## config.mk

```make
export PLATFORM = sky130hd
export DESIGN_NAME = softmax_seq_flat
export DESIGN_NICKNAME = d
export VERILOG_FILES = /design/src/rtl/softmax_seq_if.sv /design/src/rtl/softmax_seq.sv /design/src/flat_wrapper.sv
export SDC_FILE = /design/constraint.sdc
export NUM_CORES = 1
export LEC_CHECK = 0
export BUFFER_PORTS_ARGS = -buffer_cell sky130_fd_sc_hd__clkbuf_2
export CAP_MARGIN = 0
export CORE_UTILIZATION = 25
export CTS_CLUSTER_DIAMETER = 40
export DETAILED_ROUTE_END_ITERATION = 8
export PLACE_DENSITY = 0.39
export SLEW_MARGIN = 10
export SYNTH_ARGS = -nofsm -noshare
export SYNTH_HDL_FRONTEND = slang
export SYNTH_SLANG_ARGS = --single-unit
```

## constraint.sdc

```tcl
create_clock -name clk -period 6.9 [get_ports clk]
set_clock_uncertainty 0.15 [all_clocks]
set_input_delay 1.035 -clock clk [delete_from_list [all_inputs] [get_ports clk]]
set_output_delay 1.035 -clock clk [all_outputs]
set_load 0.01 [all_outputs]
```

## src/rtl/softmax_seq_if.sv

```systemverilog
// Handshake and memory/control bus between the softmax phase sequencer and
// the datapath. The sequencer is the slave: it takes start, drives the rest.
interface softmax_seq_if #(
  parameter int AW = 10
);
  logic          start;
  logic          busy;
  logic          done;
  logic [1:0]    phase;
  logic [AW-1:0] rd_addr;
  logic          im1_wr_ena;
  logic [AW-1:0] im1_wr_addr;
  logic [AW-1:0] im1_rd_addr;
  logic          im2_wr_ena;
  logic [AW-1:0] im2_wr_addr;
  logic [AW-1:0] im2_rd_addr;
  logic          wr_ena;
  logic [AW-1:0] wr_addr;
  logic [1:0]    scale_update;
  logic          scale_lock;
  logic          acc_clr;
  logic          acc_pulse;

  modport master (
    output start,
    input  busy, done, phase, rd_addr, im1_wr_ena, im1_wr_addr, im1_rd_addr,
           im2_wr_ena, im2_wr_addr, im2_rd_addr, wr_ena, wr_addr,
           scale_update, scale_lock, acc_clr, acc_pulse
  );

  modport slave (
    input  start,
    output busy, done, phase, rd_addr, im1_wr_ena, im1_wr_addr, im1_rd_addr,
           im2_wr_ena, im2_wr_addr, im2_rd_addr, wr_ena, wr_addr,
           scale_update, scale_lock, acc_clr, acc_pulse
  );
endinterface

```

## src/rtl/softmax_seq.sv

```systemverilog
// Softmax phase sequencer: max scan, normalize/exp/sum, probability.
//
// state | meaning
// ------+-----------------------------------------------------------
// IDLE  | waiting for start, all outputs 0
// MAX   | input mem -> get_max -> im1
// NES   | im1 -> norm_exp_sum -> im2, scale locked, sum accumulated
// PROB  | im2 -> proab_calu -> output mem
// DONE  | one-cycle done pulse, phase still reports 3
//
// Each phase runs an issue counter, a valid shift register matching the
// read + stage latency, and a write counter. All outputs are registered:
// they are computed from the next-state values so they line up with the
// state they describe.
module softmax_seq #(
  parameter int AW        = 10,
  parameter int DATA_SIZE = 1024,
  parameter int RD_LAT    = 2,
  parameter int MAX_LAT   = 1,
  parameter int NES_LAT   = 20,
  parameter int PROB_LAT  = 30
) (
  input  logic         clk,
  input  logic         rst,
  softmax_seq_if.slave bus
);

  localparam int D_MAX  = RD_LAT + MAX_LAT;
  localparam int D_NES  = RD_LAT + NES_LAT;
  localparam int D_PROB = RD_LAT + PROB_LAT;
  localparam int D_MN   = (D_MAX > D_NES) ? D_MAX : D_NES;
  localparam int D_TOP  = (D_MN > D_PROB) ? D_MN : D_PROB;

  localparam logic [AW:0] N_L    = DATA_SIZE[AW:0];
  localparam logic [AW:0] LAST_L = N_L - {{AW{1'b0}}, 1'b1};

  typedef enum logic [2:0] {S_IDLE, S_MAX, S_NES, S_PROB, S_DONE} state_t;

  state_t           state, nxt_state;
  logic [AW:0]      iss_cnt, nxt_iss;
  logic [AW:0]      wr_cnt, nxt_wr;
  logic [D_TOP-1:0] vld_sr, nxt_sr;
  logic             loaded;
  logic             issue_v, wr_v, upd_v;
  logic [1:0]       nxt_phase;

  // Next-state and per-phase counter/shift-register update.
  always_comb begin
    nxt_state = state;
    nxt_iss   = '0;
    nxt_wr    = '0;
    nxt_sr    = '0;
    nxt_phase = 2'd0;
    issue_v   = 1'b0;
    wr_v      = 1'b0;

    case (state)
      S_MAX:   wr_v = vld_sr[D_MAX-1];
      S_NES:   wr_v = vld_sr[D_NES-1];
      S_PROB:  wr_v = vld_sr[D_PROB-1];
      default: wr_v = 1'b0;
    endcase
    issue_v = (state inside {S_MAX, S_NES, S_PROB}) && (iss_cnt < N_L);

    case (state)
      S_IDLE: if (bus.start) nxt_state = S_MAX;
      S_MAX, S_NES, S_PROB: begin
        if (wr_v && wr_cnt == LAST_L) begin
          // final write of the phase: counters restart for the next one
          case (state)
            S_MAX:   nxt_state = S_NES;
            S_NES:   nxt_state = S_PROB;
            default: nxt_state = S_DONE;
          endcase
        end else begin
          nxt_iss = iss_cnt + {{AW{1'b0}}, issue_v};
          nxt_wr  = wr_cnt + {{AW{1'b0}}, wr_v};
          nxt_sr  = {vld_sr[D_TOP-2:0], issue_v};
        end
      end
      default: nxt_state = S_IDLE;
    endcase

    case (nxt_state)
      S_MAX:          nxt_phase = 2'd1;
      S_NES:          nxt_phase = 2'd2;
      S_PROB, S_DONE: nxt_phase = 2'd3;
      default:        nxt_phase = 2'd0;
    endcase

    // element reaches get_max RD_LAT cycles after its read was issued
    upd_v = (nxt_state == S_MAX) && nxt_sr[RD_LAT-1];
  end

  // State, counters and registered outputs.
  always_ff @(posedge clk) begin
    if (rst) begin
      state            <= S_IDLE;
      iss_cnt          <= '0;
      wr_cnt           <= '0;
      vld_sr           <= '0;
      loaded           <= 1'b0;
      bus.busy         <= 1'b0;
      bus.done         <= 1'b0;
      bus.phase        <= 2'd0;
      bus.rd_addr      <= '0;
      bus.im1_wr_ena   <= 1'b0;
      bus.im1_wr_addr  <= '0;
      bus.im1_rd_addr  <= '0;
      bus.im2_wr_ena   <= 1'b0;
      bus.im2_wr_addr  <= '0;
      bus.im2_rd_addr  <= '0;
      bus.wr_ena       <= 1'b0;
      bus.wr_addr      <= '0;
      bus.scale_update <= 2'b00;
      bus.scale_lock   <= 1'b0;
      bus.acc_clr      <= 1'b0;
      bus.acc_pulse    <= 1'b0;
    end else begin
      state   <= nxt_state;
      iss_cnt <= nxt_iss;
      wr_cnt  <= nxt_wr;
      vld_sr  <= nxt_sr;

      if (nxt_state != S_MAX) loaded <= 1'b0;
      else if (upd_v)         loaded <= 1'b1;

      bus.busy  <= (nxt_state != S_IDLE);
      bus.done  <= (nxt_state == S_DONE);
      bus.phase <= nxt_phase;

      bus.rd_addr      <= (nxt_state == S_MAX) ? nxt_iss[AW-1:0] : '0;
      bus.im1_wr_ena   <= (nxt_state == S_MAX) && nxt_sr[D_MAX-1];
      bus.im1_wr_addr  <= (nxt_state == S_MAX) ? nxt_wr[AW-1:0] : '0;
      bus.scale_update <= upd_v ? (loaded ? 2'b10 : 2'b01) : 2'b00;

      bus.im1_rd_addr  <= (nxt_state == S_NES) ? nxt_iss[AW-1:0] : '0;
      bus.im2_wr_ena   <= (nxt_state == S_NES) && nxt_sr[D_NES-1];
      bus.acc_pulse    <= (nxt_state == S_NES) && nxt_sr[D_NES-1];
      bus.im2_wr_addr  <= (nxt_state == S_NES) ? nxt_wr[AW-1:0] : '0;
      bus.scale_lock   <= (nxt_state == S_NES);
      bus.acc_clr      <= (nxt_state == S_NES) && (state == S_MAX);

      bus.im2_rd_addr  <= (nxt_state == S_PROB) ? nxt_iss[AW-1:0] : '0;
      bus.wr_ena       <= (nxt_state == S_PROB) && nxt_sr[D_PROB-1];
      bus.wr_addr      <= (nxt_state == S_PROB) ? nxt_wr[AW-1:0] : '0;
    end
  end

endmodule

```

## src/flat_wrapper.sv

```systemverilog
// flat-port wrapper written by rule: the top's interface ports become plain ports
module softmax_seq_flat 
#(
  parameter int AW        = 10,
  parameter int DATA_SIZE = 1024,
  parameter int RD_LAT    = 2,
  parameter int MAX_LAT   = 1,
  parameter int NES_LAT   = 20,
  parameter int PROB_LAT  = 30
)
  (clk, rst, bus_start, bus_busy, bus_done, bus_phase, bus_rd_addr, bus_im1_wr_ena, bus_im1_wr_addr, bus_im1_rd_addr, bus_im2_wr_ena, bus_im2_wr_addr, bus_im2_rd_addr, bus_wr_ena, bus_wr_addr, bus_scale_update, bus_scale_lock, bus_acc_clr, bus_acc_pulse);
  softmax_seq_if #(.AW(AW)) bus_i ();
  input  logic clk;
  input  logic rst;
  input wire logic [$bits(bus_i.start)-1:0] bus_start;
  output wire logic [$bits(bus_i.busy)-1:0] bus_busy;
  output wire logic [$bits(bus_i.done)-1:0] bus_done;
  output wire logic [$bits(bus_i.phase)-1:0] bus_phase;
  output wire logic [$bits(bus_i.rd_addr)-1:0] bus_rd_addr;
  output wire logic [$bits(bus_i.im1_wr_ena)-1:0] bus_im1_wr_ena;
  output wire logic [$bits(bus_i.im1_wr_addr)-1:0] bus_im1_wr_addr;
  output wire logic [$bits(bus_i.im1_rd_addr)-1:0] bus_im1_rd_addr;
  output wire logic [$bits(bus_i.im2_wr_ena)-1:0] bus_im2_wr_ena;
  output wire logic [$bits(bus_i.im2_wr_addr)-1:0] bus_im2_wr_addr;
  output wire logic [$bits(bus_i.im2_rd_addr)-1:0] bus_im2_rd_addr;
  output wire logic [$bits(bus_i.wr_ena)-1:0] bus_wr_ena;
  output wire logic [$bits(bus_i.wr_addr)-1:0] bus_wr_addr;
  output wire logic [$bits(bus_i.scale_update)-1:0] bus_scale_update;
  output wire logic [$bits(bus_i.scale_lock)-1:0] bus_scale_lock;
  output wire logic [$bits(bus_i.acc_clr)-1:0] bus_acc_clr;
  output wire logic [$bits(bus_i.acc_pulse)-1:0] bus_acc_pulse;
  assign bus_i.start = bus_start;
  assign bus_busy = bus_i.busy;
  assign bus_done = bus_i.done;
  assign bus_phase = bus_i.phase;
  assign bus_rd_addr = bus_i.rd_addr;
  assign bus_im1_wr_ena = bus_i.im1_wr_ena;
  assign bus_im1_wr_addr = bus_i.im1_wr_addr;
  assign bus_im1_rd_addr = bus_i.im1_rd_addr;
  assign bus_im2_wr_ena = bus_i.im2_wr_ena;
  assign bus_im2_wr_addr = bus_i.im2_wr_addr;
  assign bus_im2_rd_addr = bus_i.im2_rd_addr;
  assign bus_wr_ena = bus_i.wr_ena;
  assign bus_wr_addr = bus_i.wr_addr;
  assign bus_scale_update = bus_i.scale_update;
  assign bus_scale_lock = bus_i.scale_lock;
  assign bus_acc_clr = bus_i.acc_clr;
  assign bus_acc_pulse = bus_i.acc_pulse;
  softmax_seq #(.AW(AW), .DATA_SIZE(DATA_SIZE), .RD_LAT(RD_LAT), .MAX_LAT(MAX_LAT), .NES_LAT(NES_LAT), .PROB_LAT(PROB_LAT)) u_core (.clk(clk), .rst(rst), .bus(bus_i));
endmodule
```

==> flow_metrics.py, run 1 <==
metrics = {
    "run_status": {
        "outcome": "finished clean",
    },
    "power": {
        "switching_share_pct": 21.38,
        "p_leak_nw": 2.054,
        "peakVddDrop_uv": 156.1,
        "power_switching_mw": 0.3380,
        "power_density_nw_per_um2": 317.0,
        "power.total_mw": 1.581,
        "intPower_mw": 1.243,
        "power_frac_comb_pct": 1.2,
        "clkPwrFrac_pct": 51.3,
        "p_seq_share_pct": 47.5,
    },
    "critical_path": {
        "cp.required_ns": 7.03,
        "critPathMaxFanout": 16,
        "path_buf_inv": 1,
        "critPathMaxStageDelay_ns": 0.94,
        "crit_family": "compound AO/OA/AOI/OAI gates",
        "critPathArrivalTime_ns": 2.96,
        "cpMaxStageDelayCell": "o211ai_1",
        "cp_cell_sequence": "nor2b_1 > a22oi_4 > o211ai_1 > buf_4 > nor2_1",
        "worst_setup_path_end_kind": "register",
        "startpoint_type": "register",
        "timing.rr.start": "u_core.state[1]",
        "crit_start": "u_core.state[1]",
        "critical_path_class": "reg -> reg",
    },
    "drt": {
        "ant_nets": 0,
        "drt_iter0_markers": 159,
        "routed_wl_mm": 8.084,
        "drc_errors": 0,
        "via_count": 2616,
        "first_pass_iters": 4,
        "routedWlPerCell_um": 12.25,
        "vias_per_cell": 3.964,
    },
    "cells_and_area": {
        "final_cell_mix": "129 x dfxtp_1, 93 x nor2_1, 74 x clkbuf_2, 30 x and2_1, 17 x clkbuf_16",
        "final_common_cell": "dfxtp_1",
        "drive_gt1_share_pct": 25.61,
        "fin_util_pct": 32.68,
        "areaGrowthSynthToFinish_pct": 27.44,
        "fin_nets": 444,
        "antenna_cells": 0,
    },
    "sta": {
        "finalCriticalPeriod_ns": 2.830,
        "finalCritPeriodShare_pct": 41.02,
        "finalSetupTns_ns": 0,
        "worst_pin_slew_ns": 1.135,
        "slew_viol_final": 0,
        "clock.fmax_mhz": 353.3,
        "grt_setup_unrepaired": "false",
        "setup_violations": 0,
        "finalHoldViolations": 0,
        "relSlewSlack_pct": 23.98,
    },
    "logic_synthesis": {
        "synthesis.nets": 366,
        "synthCells": 359,
        "synth_top_area_share_pct": 66.01,
        "synth-warning-count": 0,
        "synth_area_um2": 3913,
        "yosys.area.top_type": "dfxtp_1",
        "synthFlopType": "dfxtp_1",
        "ys_seq_elements": 129,
        "synth-edff-count": 0,
        "seq_area_frac_synth_pct": 66.01,
        "avgSynthCellArea_um2": 10.90,
        "synthArstFlopShare_pct": 0,
        "synth_area_leaders": "dfxtp_1 66%, nor2_1 8.9%, and2_1 4.8%",
        "ys_types": 39,
    },
    "job": {
        "maxCapViolCount": 0,
    },
    "grt": {
        "grt_pass1_wl_mm": 13.14,
        "grt.total_usage_pct": 10.90,
        "grt_start_max_net_pins": 29,
        "first_global_vias": 2550,
        "gr-total-overflow": 0,
        "antenna_found_initial": 0,
    },
    "min_path": {
        "hold_class": "reg -> reg",
        "min_from": "u_core.vld_sr[10]",
    },
    "die": {
        "fp.dieW_um": 127.1,
        "io_pins": 75,
        "initial_core_util_pct": 25.64,
        "die-height_um": 127.1,
        "rows": 45,
        "dieArea_um2": 16150,
        "fp.coreArea_um2": 15260,
    },
    "placed_design": {
        "numPortBuffers": 74,
        "place.gp.congestion": 0.8284,
        "dp.final_hpwl_mm": 5.312,
    },
    "cts": {
        "cts_buffers": 17,
        "cts.sinks": 129,
        "path_clk_slew_ns": 0.06,
        "cts_tree": "done",
        "clock_path_buffers": 2,
        "hold_buffers": 0,
        "root_buffer": "clkbuf_16",
        "ctsResizeCount": 0,
        "insertion_delay_ns": 0.41,
        "h-tree-depth": 4,
        "post-cts-setup-buffers": 0,
    },
}
## flip-flops by register name, indices dropped and copies added, names as in the netlist
signal                   count
u_core.bus.scale_lock        1
u_core.bus.rd_addr          10
u_core.wr_cnt               11
u_core.bus.im2_wr_ena        1
u_core.bus.scale_update      2
u_core.bus.acc_clr           1
u_core.bus.im1_rd_addr      10
u_core.bus.im2_wr_addr      10
u_core.bus.busy              1
u_core.bus.im1_wr_ena        1
u_core.bus.im2_rd_addr      10
u_core.bus.phase             2
u_core.vld_sr               32
u_core.state                 3
u_core.bus.im1_wr_addr      10
u_core.bus.done              1
u_core.iss_cnt              11
u_core.bus.wr_ena            1
u_core.bus.wr_addr          10
u_core.loaded                1
## power by group through the flow
| stage | registers, mW | clock network, mW | logic (mW) |
|---|---|---|---|
| after floorplan | 0.765 | 0 | 0.0177 |
| after global placement | 0.767 | 0 | 0.0198 |
| after detailed placement | 0.767 | 0 | 0.0199 |
| after CTS | 0.750 | 0.840 | 0.0201 |
| after global routing | 0.751 | 0.880 | 0.0223 |
| final | 0.751 | 0.810 | 0.0194 |
## cells in the mapped netlist, drive strengths merged, types with 3 or more instances
cell	n
and2	30
and3	7
buf	13
clkbuf	3
dfxtp	129
ha	4
inv	8
nand2	6
nand3	4
nand4	11
nor2	93
nor3	6
o21ai	3
xor2	16
## cell type report
| cell class | count | area [um^2] |
|---|---|---|
| Timing Repair Buffer | 75 | 377.9 |
| Fill cell | 1583 | 10270 |
| Inverter | 8 | 30.03 |
| Clock inverter | 14 | 118.9 |
| Clock buffer | 17 | 425.4 |
| Tap cell | 211 | 264.0 |
| Sequential cell | 129 | 2582 |
| Multi-Input combinational cell | 206 | 1187 |
## metrics by stage
step | setup slack (ns) | instances | area, um^2 | hold WS [ns]
floorplan | 4.460 | 359 | 3913 | 0.2557
global placement | 4.107 | 629 | 4442 | 0.2579
detailed placement | 3.984 | 629 | 4442 | 0.2609
CTS | 3.971 | 660 | 4986 | 0.2742
global route | 3.819 | 660 | 4986 | 0.2869
finish | 4.070 | 660 | 4986 | 0.2717
## logic make-up after synthesis
family,count (synthesis),share of synthesized area [%]
AO/OA/AOI/OAI,16,4.029
XOR/XNOR,18,4.029
adder cells (fa/ha/maj),4,1.279
buffers and inverters,24,3.645
flip-flops,129,66.01
multiplexers,1,0.3836
AND/OR/NAND/NOR,167,20.63
## metal layers
| metal | share of wire [%] | GRT usage (%) | vias up |
|---|---|---|---|
| met5 | 0 | 0 | - |
| met2 | 42 | 15.09 | 81 |
| met4 | 1.6 | 4.832 | 0 |
| li1 | - | - | 1318 |
| met3 | 6.8 | 4.690 | 11 |
| met1 | 50 | 14.57 | 1206 |
## final timing paths
check / endpoint / slack [ns] / cells after the start
worst min register to register: u_core.vld_sr[11] / 0.27 / 1
worst max register to register: u_core.bus.im1_rd_addr[9] / 4.07 / 5
worst max-delay path: u_core.bus.im1_rd_addr[9] / 4.07 / 5
worst min-delay path: u_core.vld_sr[11] / 0.27 / 1
No activity file was read; power rests on OpenSTA's default activity.
==> run 2: changes to the inputs <==
--- a/config.mk
+++ b/config.mk
@@ -5,6 +5,7 @@
 export SDC_FILE = /design/constraint.sdc
 export NUM_CORES = 1
 export LEC_CHECK = 0
+export ABC_AREA = 1
 export BUFFER_PORTS_ARGS = -buffer_cell sky130_fd_sc_hd__clkbuf_2
 export CAP_MARGIN = 0
 export CORE_UTILIZATION = 25
==> constraint.sdc (replaced) <==
create_clock -name clk -period 2.65 [get_ports clk]
set_clock_uncertainty 0.15 [all_clocks]
set_input_delay 0.3975 -clock clk [delete_from_list [all_inputs] [get_ports clk]]
set_output_delay 0.3975 -clock clk [all_outputs]
set_load 0.01 [all_outputs]
==> run 2 against run 1 <==
Total power increased to 2.6 times the previous value. Design area grew 7.3%. Flip-flop and latch count unchanged. Fmax rose by 26%. Core utilization up 0.53 points. Wire length rose by 8.2%. Register-to-register slack worse by 3.7 ns. Global-route usage is 0.41 points higher. Sequential power grew to 2.6 times the previous value. Synthesized area rose by 6.9%.
==> flow_metrics.py, run 2 <==
metrics = {
    "grt": {
        "antenna_found_initial": 0,
        "first_global_vias": 3007,
        "gr-total-overflow": 0,
        "grt_start_max_net_pins": 23,
        "grt.total_usage_pct": 11.31,
        "grt_pass1_wl_mm": 14.99,
    },
    "min_path": {
        "min_from": "rst",
        "hold_class": "in -> reg",
    },
    "critical_path": {
        "cp.required_ns": 2.84,
        "crit_family": "simple AND/OR/NAND/NOR gates",
        "path_buf_inv": 2,
        "crit_start": "u_core.state[0]",
        "crit_top_cell": "nand2_1",
        "critical_path_class": "reg -> reg",
        "critPathMaxStageDelay_ns": 0.37,
        "timing.rr.start": "u_core.state[0]",
        "critPathArrivalTime_ns": 2.45,
        "critPathMaxFanout": 6,
        "cp_cell_sequence": "inv_1 > nand2_1 > nand2_1 > nor2_1 > ha_1 > ha_1 > nand3_1 > nor2_1 > nand4_1 > inv_1 > nand2_1 > or2_2 > a21oi_1",
        "startpoint_type": "register",
        "cpMaxStageDelayCell": "dfxtp_1",
        "worst_setup_path_end_kind": "register",
    },
    "sta": {
        "relSlewSlack_pct": 66.48,
        "setup_violations": 0,
        "worst_pin_slew_ns": 0.5010,
        "slew_viol_final": 0,
        "finalCriticalPeriod_ns": 2.255,
        "finalHoldViolations": 0,
        "grt_setup_unrepaired": "false",
        "clock.fmax_mhz": 443.4,
        "finalSetupTns_ns": 0,
        "finalCritPeriodShare_pct": 85.10,
    },
    "power": {
        "power_switching_mw": 0.8632,
        "intPower_mw": 3.313,
        "switching_share_pct": 20.67,
        "peakVddDrop_uv": 430.8,
        "power_density_nw_per_um2": 780.4,
        "clkPwrFrac_pct": 51.8,
        "p_seq_share_pct": 46.6,
        "power_frac_comb_pct": 1.5,
        "p_leak_nw": 2.257,
    },
    "die": {
        "dieArea_um2": 17250,
        "io_pins": 75,
        "fp.dieW_um": 131.3,
        "rows": 46,
        "fp.coreArea_um2": 16120,
        "die-height_um": 131.3,
        "initial_core_util_pct": 25.95,
    },
    "cts": {
        "clock_path_buffers": 2,
        "cts_buffers": 17,
        "cts.sinks": 129,
        "path_clk_slew_ns": 0.06,
        "ctsResizeCount": 0,
        "cts_tree": "done",
        "post-cts-setup-buffers": 0,
        "hold_buffers": 0,
        "h-tree-depth": 4,
        "insertion_delay_ns": 0.41,
        "root_buffer": "clkbuf_16",
    },
    "cells_and_area": {
        "antenna_cells": 0,
        "fillers": 1727,
        "drive_gt1_share_pct": 25.84,
        "regMostFlops": "u_core.vld_sr",
        "largest_register_ffs": 32,
        "fin_util_pct": 33.21,
        "fin_nets": 559,
        "final_cell_mix": "129 x dfxtp_1, 110 x nor2_1, 76 x inv_1, 74 x clkbuf_2, 35 x nand2_1",
        "final_common_cell": "dfxtp_1",
        "reg_top3": "u_core.vld_sr x32, u_core.iss_cnt x11, u_core.wr_cnt x11",
        "design_area_um2": 5351,
        "areaGrowthSynthToFinish_pct": 27.98,
    },
    "logic_synthesis": {
        "ys_types": 28,
        "synth-warning-count": 0,
        "synth.top_cells.by_count": "129 x dfxtp_1, 110 x nor2_1, 76 x inv_1, 35 x nand2_1, 24 x nand3_1",
        "synth_area_um2": 4182,
        "synthFlopType": "dfxtp_1",
        "seq_area_frac_synth_pct": 61.76,
        "synth_top_area_share_pct": 61.76,
        "avgSynthCellArea_um2": 8.973,
        "synth_most_common_cell": "dfxtp_1",
        "synth_area_leaders": "dfxtp_1 62%, nor2_1 9.9%, inv_1 6.8%",
        "ys_seq_elements": 129,
        "yosys.area.top_type": "dfxtp_1",
        "synth-edff-count": 0,
        "synthArstFlopShare_pct": 0,
        "synthesis.nets": 473,
        "synthCells": 466,
    },
    "placed_design": {
        "numPortBuffers": 74,
        "dp.final_hpwl_mm": 6.163,
        "postPlaceCellArea_um2": 4792,
        "place.gp.congestion": 0.7228,
    },
    "drt": {
        "vias_per_cell": 3.778,
        "drt_iter0_markers": 129,
        "routed_wl_mm": 8.749,
        "first_pass_iters": 4,
        "via_count": 2951,
        "drc_errors": 0,
        "routedWlPerCell_um": 11.20,
        "ant_nets": 0,
    },
    "run_status": {
        "outcome": "finished clean",
    },
    "job": {
        "maxCapViolCount": 0,
    },
}
run 2: cell types whose count changed after synthesis, sizes merged, moves of 3 or more:
cell and delta:
and3 -7, inv +69, nor3 -3, nand2 +34
nand3b +5, nor2 +39, nand3 +21, xor2 -5
and2 -30
run 2: worst register-to-register path: stages, from the launching register on:
cell and delay, ns:
dfxtp_1 0.37, inv_1 0.11, nand2_1 0.07, nand2_1 0.09, nor2_1 0.11, ha_1 0.18, ha_1 0.18, nand3_1 0.11
nor2_1 0.21, nand4_1 0.11, inv_1 0.07, nand2_1 0.05, or2_2 0.27, a21oi_1 0.11
run 2: kinds of logic (layout without fill, tap and decap cells):
kind of cell | count (synthesis) | after routing | share of synthesized area [%]
flops | 129 | 129 | 61.76
compound gates | 7 | 7 | 0.9874
xor+xnor | 15 | 15 | 3.142
buf+inv | 93 | 192 | 9.245
fa+ha+maj | 4 | 4 | 1.197
simple gates | 218 | 218 | 23.67
run 2: metrics by stage:
| stage | power, mW | setup slack (ns) | std cells | hold WS (ns) |
|---|---|---|---|---|
| final | 4.176 | 0.3948 | 781 | 0.2011 |
| after global routing | 4.352 | 0.08437 | 781 | 0.2021 |
| after CTS | 4.250 | 0.3630 | 781 | 0.1912 |
| after detailed placement | 2.056 | 0.3729 | 749 | 0.2486 |
| after global placement | 2.055 | 0.4298 | 749 | 0.2468 |
| after floorplan | 2.030 | 0.6494 | 466 | 0.2422 |
run 2: path summary, 6_finish.rpt:
check / endpoint / slack, ns / depth (start not counted)
setup / recovery: u_core.iss_cnt[10] / 0.39 / 13
hold / removal: u_core.loaded / 0.20 / 4
setup reg to reg: u_core.iss_cnt[10] / 0.39 / 13
hold reg to reg: u_core.vld_sr[23] / 0.26 / 2
run 2: power groups by stage:
stage	logic [mW]	clock network [mW]	registers, mW
final	0.0647	2.16	1.95
after global placement	0.0666	0	1.99
after detailed placement	0.0666	0	1.99
after floorplan	0.0407	0	1.99
after global routing	0.0726	2.33	1.95
after CTS	0.0670	2.24	1.95
run 2: cell type report:
class / count / area [um^2] / share of cell area, %
flip-flops and latches: 129 / 2582 / 48.26
multi-input cells: 244 / 1212 / 22.66
well taps: 216 / 270.3 / 5.050
clock buffers: 22 / 474.2 / 8.861
clock inverters: 10 / 85.08 / 1.590
repair buffers: 83 / 437.9 / 8.183
inverters: 77 / 289.0 / 5.401
run 2: metal layers:
metal  vias to the layer above  wire length [um]  global-route usage (%)
met3                        10               421                   4.745
met1                      1314              4300                   14.04
li1                       1562                 -                       -
met2                        65              3941                   17.17
met5                         -                 0                       0
met4                         0                85                   4.651
==> run 3: changes to the inputs <==
--- a/config.mk
+++ b/config.mk
@@ -8,10 +8,11 @@
 export ABC_AREA = 1
 export BUFFER_PORTS_ARGS = -buffer_cell sky130_fd_sc_hd__clkbuf_2
 export CAP_MARGIN = 0
-export CORE_UTILIZATION = 25
+export CORE_MARGIN = 2
+export CORE_UTILIZATION = 54
 export CTS_CLUSTER_DIAMETER = 40
 export DETAILED_ROUTE_END_ITERATION = 8
-export PLACE_DENSITY = 0.39
+export PLACE_DENSITY = 0.75
 export SLEW_MARGIN = 10
 export SYNTH_ARGS = -nofsm -noshare
 export SYNTH_HDL_FRONTEND = slang
==> run 3 against run 2 <==
Die area down 51%. Register-to-register slack about the same. Hold slack lost 0.043 ns. Non-clock buffer count is 2 lower. Core utilization rose by 35 points. Global-route usage up 8.3 points. Total power shrank 1.3%.
==> flow_metrics.py, run 3 (synthesis results as in run 2) <==
metrics = {
    "cells_and_area": {
        "antenna_cells": 0,
        "fin_nets": 557,
        "areaGrowthSynthToFinish_pct": 24.42,
        "largest_register_ffs": 32,
        "regMostFlops": "u_core.vld_sr",
        "final_cell_mix": "129 x dfxtp_1, 110 x nor2_1, 76 x inv_1, 74 x clkbuf_2, 35 x nand2_1",
        "final_common_cell": "dfxtp_1",
        "reg_top3": "u_core.vld_sr x32, u_core.iss_cnt x11, u_core.wr_cnt x11",
        "drive_gt1_share_pct": 25.75,
        "instances_no_fill": 665,
    },
    "cts": {
        "path_clk_slew_ns": 0.06,
        "cts_tree": "done",
        "root_buffer": "clkbuf_8",
        "insertion_delay_ns": 0.52,
        "h-tree-depth": 4,
        "hold_buffers": 0,
        "post-cts-setup-buffers": 0,
        "ctsResizeCount": 0,
        "cts.sinks": 129,
        "clock_path_buffers": 2,
        "cts_buffers": 17,
    },
    "placed_design": {
        "dp.final_hpwl_mm": 4.990,
        "place.gp.congestion": 0.8538,
        "numPortBuffers": 74,
        "place_inst": 633,
    },
    "drt": {
        "drc_errors": 0,
        "via_count": 2971,
        "vias_per_cell": 4.468,
        "routedWlPerCell_um": 11.25,
        "ant_nets": 0,
        "first_pass_iters": 5,
        "routed_wl_mm": 7.484,
        "drt_iter0_markers": 118,
    },
    "power": {
        "peakVddDrop_uv": 451.4,
        "p_seq_share_pct": 47.3,
        "power.total_mw": 4.120,
        "clkPwrFrac_pct": 51.3,
        "power_switching_mw": 0.8713,
        "power_frac_comb_pct": 1.4,
        "power_density_nw_per_um2": 792.0,
        "switching_share_pct": 21.15,
        "intPower_mw": 3.249,
        "p_leak_nw": 2.249,
    },
    "die": {
        "io_pins": 75,
        "initial_core_util_pct": 54.97,
        "die-height_um": 92.00,
        "fp.coreArea_um2": 7607,
        "rows": 32,
        "dieArea_um2": 8463,
        "fp.dieW_um": 92.00,
    },
    "sta": {
        "relSlewSlack_pct": 67.69,
        "grt_setup_unrepaired": "false",
        "worst_pin_slew_ns": 0.4829,
        "clock.fmax_mhz": 441.2,
        "finalCriticalPeriod_ns": 2.267,
        "slew_viol_final": 0,
        "finalSetupTns_ns": 0,
        "finalHoldViolations": 0,
        "finalCritPeriodShare_pct": 85.53,
        "setup_violations": 0,
    },
    "run_status": {
        "outcome": "finished clean",
    },
    "critical_path": {
        "startpoint_type": "register",
        "critPathMaxFanout": 6,
        "rrSetupSlack_ns": 0.38,
        "r2r_end": "u_core.bus.im1_rd_addr[8]",
        "timing.rr.start": "u_core.state[0]",
        "critical_path_class": "reg -> reg",
        "cp.required_ns": 2.95,
        "worst_setup_path_end_kind": "register",
        "r2r_cells": 13,
        "critPathArrivalTime_ns": 2.57,
    },
    "grt": {
        "grt_start_max_net_pins": 29,
        "gr-total-overflow": 0,
        "antenna_found_initial": 0,
        "grt_pass1_wl_mm": 12.70,
        "grt.total_usage_pct": 19.57,
        "first_global_vias": 2847,
    },
    "min_path": {
        "min_from": "rst",
        "hold_path_end": "u_core.state[1]",
        "min_path_cells": 2,
        "hold_class": "in -> reg",
    },
    "job": {
        "maxCapViolCount": 0,
    },
}
-- run 3: cell types whose count changed in the layout (fill, tap and decap cells not counted) --
cell,previous run,this run
clkbuf_1,2,1
clkinv_2,5,3
buf_4,9,6
inv_6,0,1
buf_12,0,1
clkbuf_16,17,16
clkinv_4,0,3
-- run 3: critical path, cell delays in order (launching register included) --
cell and delay [ns]:
dfxtp_1 0.37, inv_1 0.12, nand2_1 0.09, nand2_1 0.11
nor2_1 0.11, ha_1 0.18, ha_1 0.18, nand3_1 0.10
nor2_1 0.19, nand4_1 0.12, xor2_1 0.16, inv_1 0.08
nand3_1 0.11, nor2_1 0.14
-- run 3: layer usage --
layer / GRT usage, % / vias up / part of all wire, %
li1: - / 1559 / -
met1: 22.42 / 1333 / 44
met2: 32.97 / 68 / 49
met3: 7.395 / 11 / 5.1
met4: 7.960 / 0 / 1.4
met5: 0 / - / 0
-- run 3: area by class of cell --
cell class                      count  area [um^2]
Clock buffer                       20        445.4
Inverter                           77        289.0
Timing Repair Buffer               81        435.4
Tap cell                          102        127.6
Fill cell                         639         2405
Multi-Input combinational cell    244         1212
Clock inverter                     12        110.1
Sequential cell                   129         2582
-- run 3: power by group through the flow --
stage | sequential, mW | combinational [mW] | clock, mW
finish | 1.95 | 0.0593 | 2.11
global route | 1.95 | 0.0657 | 2.25
CTS | 1.95 | 0.0589 | 2.14
detailed placement | 1.99 | 0.0588 | 0
global placement | 1.99 | 0.0581 | 0
floorplan | 1.99 | 0.0407 | 0
-- run 3: worst max-delay path by stage --
stage / startpoint / end / slack, ns / cells after the start
floorplan: u_core.state[0] / u_core.iss_cnt[10] / 0.65 / 13
global placement: u_core.wr_cnt[2] / u_core.bus.im2_rd_addr[0] / 0.52 / 12
detailed placement: u_core.state[0] / u_core.bus.im2_wr_addr[9] / 0.40 / 11
CTS: u_core.state[0] / u_core.bus.im2_wr_addr[9] / 0.38 / 11
global route: u_core.state[0] / u_core.bus.wr_addr[9] / 0.11 / 11
finish: u_core.state[0] / u_core.bus.im1_rd_addr[8] / 0.38 / 13
-- run 3: through the flow --
stage                     hold WS [ns]  utilization, %  setup slack, ns  area (um^2)
final                           0.1577           68.39           0.3834         5202
after global routing            0.1584           68.39           0.1061         5202
after floorplan                 0.2422               -           0.6494         4182
after detailed placement        0.2504           61.09           0.3996         4647
after CTS                       0.1407           68.39           0.3847         5202
after global placement          0.2444           61.09           0.5212         4647
